===== config.mk =====
export PLATFORM = sky130hd
export DESIGN_NAME = clk_div_prog
export DESIGN_NICKNAME = d
export VERILOG_FILES = /design/src/rtl/clk_div_pkg.sv /design/src/rtl/clk_div_reload.sv /design/src/rtl/clk_div_prog.sv
export SDC_FILE = /design/constraint.sdc
export NUM_CORES = 1
export LEC_CHECK = 0
export BUFFER_PORTS_ARGS = -buffer_cell sky130_fd_sc_hd__buf_4
export CORE_UTILIZATION = 54
export CTS_CLUSTER_DIAMETER = 150
export CTS_CLUSTER_SIZE = 40
export DETAILED_ROUTE_END_ITERATION = 16
export HOLD_SLACK_MARGIN = 0.1
export MAX_ROUTING_LAYER = met4
export PLACE_DENSITY = 0.78
export SYNTH_ARGS = -nofsm -noshare
export SYNTH_HDL_FRONTEND = slang
export SYNTH_HIERARCHICAL = 1
export SYNTH_SLANG_ARGS = --single-unit

===== constraint.sdc =====
create_clock -name clk -period 2.4 [get_ports clk]
set_clock_uncertainty 0.1 [all_clocks]
set_input_delay 0.36 -clock clk [delete_from_list [all_inputs] [get_ports clk]]
set_output_delay 0.36 -clock clk [all_outputs]
set_load 0.02 [all_outputs]

===== src/rtl/clk_div_pkg.sv =====
// ============================================================================
// Module      : clk_div_pkg
// Description : Shared widths and reset constants for the programmable divider.
// Revision    : 1.0 - initial release
// ============================================================================
`default_nettype none

package clk_div_pkg;

    localparam int CLK_DIV_W = 28;

    // 2^26: roughly 0.75 Hz output from a 100 MHz system clock.
    localparam logic [CLK_DIV_W-1:0] CLK_DIV_RESET_HALF = 28'h4000000;

    localparam int CLK_DIV_TICK_W = 16;

endpackage

`default_nettype wire


===== src/rtl/clk_div_reload.sv =====
// ============================================================================
// Module      : clk_div_reload
// Description : Pending half-period register and glitch-free apply decision.
// Revision    : 1.0 - initial release
// ============================================================================
`default_nettype none

module clk_div_reload
    import clk_div_pkg::*;
#(
    parameter int                WIDTH      = CLK_DIV_W,
    parameter logic [WIDTH-1:0]  RESET_HALF = WIDTH'(CLK_DIV_RESET_HALF)
) (
    input  logic             clk,
    input  logic             rst,
    input  logic             i_en,
    input  logic             i_load,
    input  logic [WIDTH-1:0] i_half_in,
    input  logic             i_tc,
    output logic [WIDTH-1:0] o_half,
    output logic             o_pend,
    output logic             o_apply
);

    logic [WIDTH-1:0] r_half;
    logic [WIDTH-1:0] r_pend_val;
    logic             r_pend;
    logic             w_apply;

    // Running: swap only at terminal count so no clkOut phase is cut short.
    // Halted: nothing to cut short, so swap on the next edge.
    assign w_apply = r_pend & (~i_en | i_tc);

    always_ff @(posedge clk or posedge rst) begin
        if (rst) begin
            r_half     <= RESET_HALF;
            r_pend_val <= '0;
            r_pend     <= 1'b0;
        end else begin
            if (w_apply) begin
                r_half <= r_pend_val;
            end
            // A load coinciding with an apply becomes the next pending value.
            if (i_load) begin
                r_pend_val <= i_half_in;
                r_pend     <= 1'b1;
            end else if (w_apply) begin
                r_pend     <= 1'b0;
            end
        end
    end

    assign o_half  = r_half;
    assign o_pend  = r_pend;
    assign o_apply = w_apply;

endmodule

`default_nettype wire


===== src/rtl/clk_div_prog.sv =====
// ============================================================================
// Module      : clk_div_prog
// Description : Run-time programmable 50% clock divider with tick strobe.
//               Optional tick counter output enabled by CLK_DIV_TICK_CNT_EN.
// Revision    : 1.0 - initial release
// ============================================================================
`default_nettype none

module clk_div_prog
    import clk_div_pkg::*;
#(
    parameter int                WIDTH      = CLK_DIV_W,
    parameter logic [WIDTH-1:0]  RESET_HALF = WIDTH'(CLK_DIV_RESET_HALF)
) (
    input  logic             clk,
    input  logic             rst,
    input  logic             en,
    input  logic             load,
    input  logic [WIDTH-1:0] half_in,
    output logic             clkOut,
    output logic             tick,
    output logic             pend
`ifdef CLK_DIV_TICK_CNT_EN
    ,
    output logic [CLK_DIV_TICK_W-1:0] tick_cnt
`endif
);

    logic [WIDTH-1:0] r_cnt;
    logic             r_clk_out;
    logic             r_tick;
    logic [WIDTH-1:0] w_half;
    logic             w_tc;
    logic             w_apply;

    // Equality suffices: half only changes while cnt is being cleared.
    assign w_tc = (r_cnt == w_half);

    clk_div_reload #(
        .WIDTH      (WIDTH),
        .RESET_HALF (RESET_HALF)
    ) u_reload (
        .clk        (clk),
        .rst        (rst),
        .i_en       (en),
        .i_load     (load),
        .i_half_in  (half_in),
        .i_tc       (w_tc),
        .o_half     (w_half),
        .o_pend     (pend),
        .o_apply    (w_apply)
    );

    always_ff @(posedge clk or posedge rst) begin
        if (rst) begin
            r_cnt     <= '0;
            r_clk_out <= 1'b0;
            r_tick    <= 1'b0;
        end else if (en) begin
            if (w_tc) begin
                r_cnt     <= '0;
                r_clk_out <= ~r_clk_out;
                r_tick    <= 1'b1;
            end else begin
                r_cnt     <= r_cnt + 1'b1;
                r_tick    <= 1'b0;
            end
        end else begin
            r_tick <= 1'b0;
            if (w_apply) begin
                r_cnt <= '0;
            end
        end
    end

    assign clkOut = r_clk_out;
    assign tick   = r_tick;

`ifdef CLK_DIV_TICK_CNT_EN
    logic [CLK_DIV_TICK_W-1:0] r_tick_cnt;

    always_ff @(posedge clk or posedge rst) begin
        if (rst) begin
            r_tick_cnt <= '0;
        end else if (w_apply) begin
            r_tick_cnt <= '0;
        end else if (en && w_tc) begin
            r_tick_cnt <= r_tick_cnt + 1'b1;
        end
    end

    assign tick_cnt = r_tick_cnt;
`endif

endmodule

`default_nettype wire


==> run_results.csv <==
group,metric,value,unit
timing,finalSetupViolations,0,
logic_synthesis,synth_area,4140,µm²
routing,drt-initial-drc-count,349,
timing,fmax,430,MHz
worst_setup_path,critPathKind,"flip-flop to flip-flop",
grt,grt-ovfl-total,0,
logic_synthesis,ys_types,47,
floorplan,initial_core_util,0.564,
timing,layout_setup_ws,72.9,ps
cells_and_area,nets,447,
placement,dp_hpwl,6.17,mm
min_path,min-delay-start,"half_in[23]",
grt,grt_pass1_vias,2884,
cells_and_area,fillers,509,
timing,slew_viol_final,0,
floorplan,rows,31,
routing,vias,2995,
floorplan,fp.coreArea,7330,µm²
worst_setup_path,crit_path_end_kind,"flip-flop",
timing,finalSetupTns,0,ps
logic_synthesis,synth_edf_count,0,
timing,min_period_over_period,0.970,
timing,period_minus_slack,2330,ps
worst_setup_path,startpoint_type,"flip-flop",
pwr,ir_worst_vdd,0.000653,V
worst_setup_path,r2r_start,"r_cnt[20]",
worst_setup_path,startpoint,"r_cnt[20]",
job,drv_cap,0,
routing,vias_per_cell,5.78,
logic_synthesis,syn_inst,346,
cells_and_area,final_common_cell,"dfrtp_1",
timing,hold_violations,0,
min_path,hold_class,"input pin to flip-flop",
cells_and_area,final_area,4990,µm²
worst_setup_path,required,2540,ps
logic_synthesis,yosysWarnings,6,
clock_network,cts.reportedPaths.clkPinSlew,100,ps
grt,grt_usage,0.251,
cells_and_area,drive_above_1_share,0.396,
clock_network,cts_tree,"built",
status,status,"complete, no violations",
routing,finalWirelength,8.63,mm
floorplan,fp.dieH,89.5,µm
grt,grt_max_degree,58,
floorplan,ios,35,
placement,placed_area,4720,µm²
pwr,power,3.34,mW
placement,io_buffers,34,
cells_and_area,area_growth,20.7,%
timing,worst_pin_slew,692,ps
logic_synthesis,synth_nets,379,
grt,antenna_found_initial,0,
cells_and_area,layout_common_cells,"84 x dfrtp_1, 68 x buf_4, 47 x mux2_2",
clock_network,htreeDepth,3,
clock_network,post_cts_buffers,0,
timing,max_slew_margin,0.539,
worst_setup_path,cp_data_arrival_time,2470,ps
placement,post-place-ws,86.1,ps
clock_network,clk-insertion-delay-late,360,ps
worst_setup_path,crit_fanout,23,
floorplan,die_area,8010,µm²
routing,post_drt_wl_per_cell,16.7,µm
routing,drc,0,
grt,grt_pass1_wl,14.1,mm
timing,rsz0062_at_grt,"no",
routing,postRouteAntennaNets,0,
pwr,p_leak,2.20,nW
clock_network,cts-buffers-inserted,9,
floorplan,die_w,89.5,µm
pwr,powerDensity,669,nW/µm²
logic_synthesis,syn_area_per_cell,12.0,µm²
clock_network,clock-root-buffer,"clkbuf_8",
logic_synthesis,synth_top_flop_cell,"dfrtp_1",
logic_synthesis,ys_seq_area_frac,0.527,
clock_network,clkSinkCount,87,
routing,dr.pass1.iters,5,
clock_network,clockBufferDepth,2,
cells_and_area,antennaDiodeCount,0,
placement,place.gp.congestion,0.901,
logic_synthesis,synthArstFlopShare,1.00,
logic_synthesis,ys_ff_latch,87,
==> through the flow <==
stage	util	cells	hold WS [ps]
floorplan	-	346	351
global placement	0.644	499	360
detailed placement	0.644	499	364
CTS	0.675	516	107
global route	0.681	518	108
finish	0.681	518	124
==> worst paths after layout <==
| kind | endpoint | slack, ps | depth (start not counted) |
|---|---|---|---|
| setup / recovery | r_cnt[12] | 70 | 8 |
| hold / removal | u_reload/r_pend_val[23] | 120 | 2 |
| setup reg to reg | r_cnt[12] | 70 | 8 |
| hold reg to reg | clkOut | 370 | 1 |
| max in group asynchronous | u_reload/o_half[11] | 1090 | 4 |
| min in group asynchronous | r_cnt[19] | 550 | 4 |
==> logic make-up (layout without fill, tap and decap cells) <==
family                     after synthesis  after routing  share of synthesized area
muxes                                   57             57                      0.163
and+or+nand+nor                        102            104                      0.135
DFF                                     87             87                      0.527
adders and majority gates                1              1                    0.00302
xor gates and xnor gates                31             31                     0.0656
AOI/OAI and AO/OA                       43             43                     0.0756
buffers and inverters                   25             96                     0.0312
==> critical path, stage by stage, from the launching register on <==
cell     delay [ps]
dfrtp_1         450
xnor2_2         180
nand4_1         240
nor4_4          320
buf_4           180
a21oi_2          60
buf_4           210
and3_1          190
a221o_1         260
==> flip-flops by register name, indices dropped and copies added, names as in the netlist <==
signal and count:
clkOut 1, u_reload/r_pend_val 28, u_reload/o_pend 1, r_cnt 28
tick 1, u_reload/o_half 28
==> layout make-up <==
class,count,area (µm²),share of cell area
multi-input cells,236,1900,0.380
clock buffers,10,138,0.0276
clock inverters,6,73.8,0.0148
well taps,99,124,0.0248
inverters,10,40.0,0.00802
flip-flops and latches,87,2180,0.437
repair buffers,70,541,0.108
==> synthesized netlist by cell type, types with 2 or more instances <==
cell type	count	share of area
a21o_1	3	0.0054
a211oi_1	3	0.0054
and3_1	7	0.011
o21ai_0	11	0.013
nand2_1	28	0.025
dfrtp_1	86	0.52
mux2_4	9	0.033
nand3_1	21	0.025
xnor2_1	28	0.059
or3_4	3	0.0082
a22o_1	4	0.0085
mux2_2	47	0.13
o311ai_1	5	0.011
inv_1	10	0.0091
clkbuf_1	3	0.0027
nand4_1	12	0.018
xor2_1	3	0.0064
o31ai_1	2	0.0036
nor2_1	13	0.012
buf_6	2	0.0054
a21oi_1	4	0.0048
buf_2	7	0.0085
o311ai_0	2	0.0042
nor3_1	4	0.0048
and2_1	2	0.0030
a221o_1	3	0.0073
buf_4	2	0.0036
and4_1	3	0.0064
==> timing repair <==
item | in CTS | in global routing
hold endpoints to repair | 30 | 0
gates resized for setup | 0 | 8
setup endpoints to repair | 0 | 37
hold buffers | 1 | 0
==> where the power goes <==
part	internal [mW]	switching, mW
Clock	0.524	0.550
Sequential	1.62	0.121
Combinational	0.307	0.217
Total	2.45	0.888
==> metal layers <==
metal,vias to the layer above,track usage,share of wire
met5,-,-,0
met4,0,0.126,0.036
met3,28,0.0600,0.075
met2,147,0.362,0.46
met1,1437,0.332,0.43
li1,1383,-,-
(Power assumes the default switching activity.)
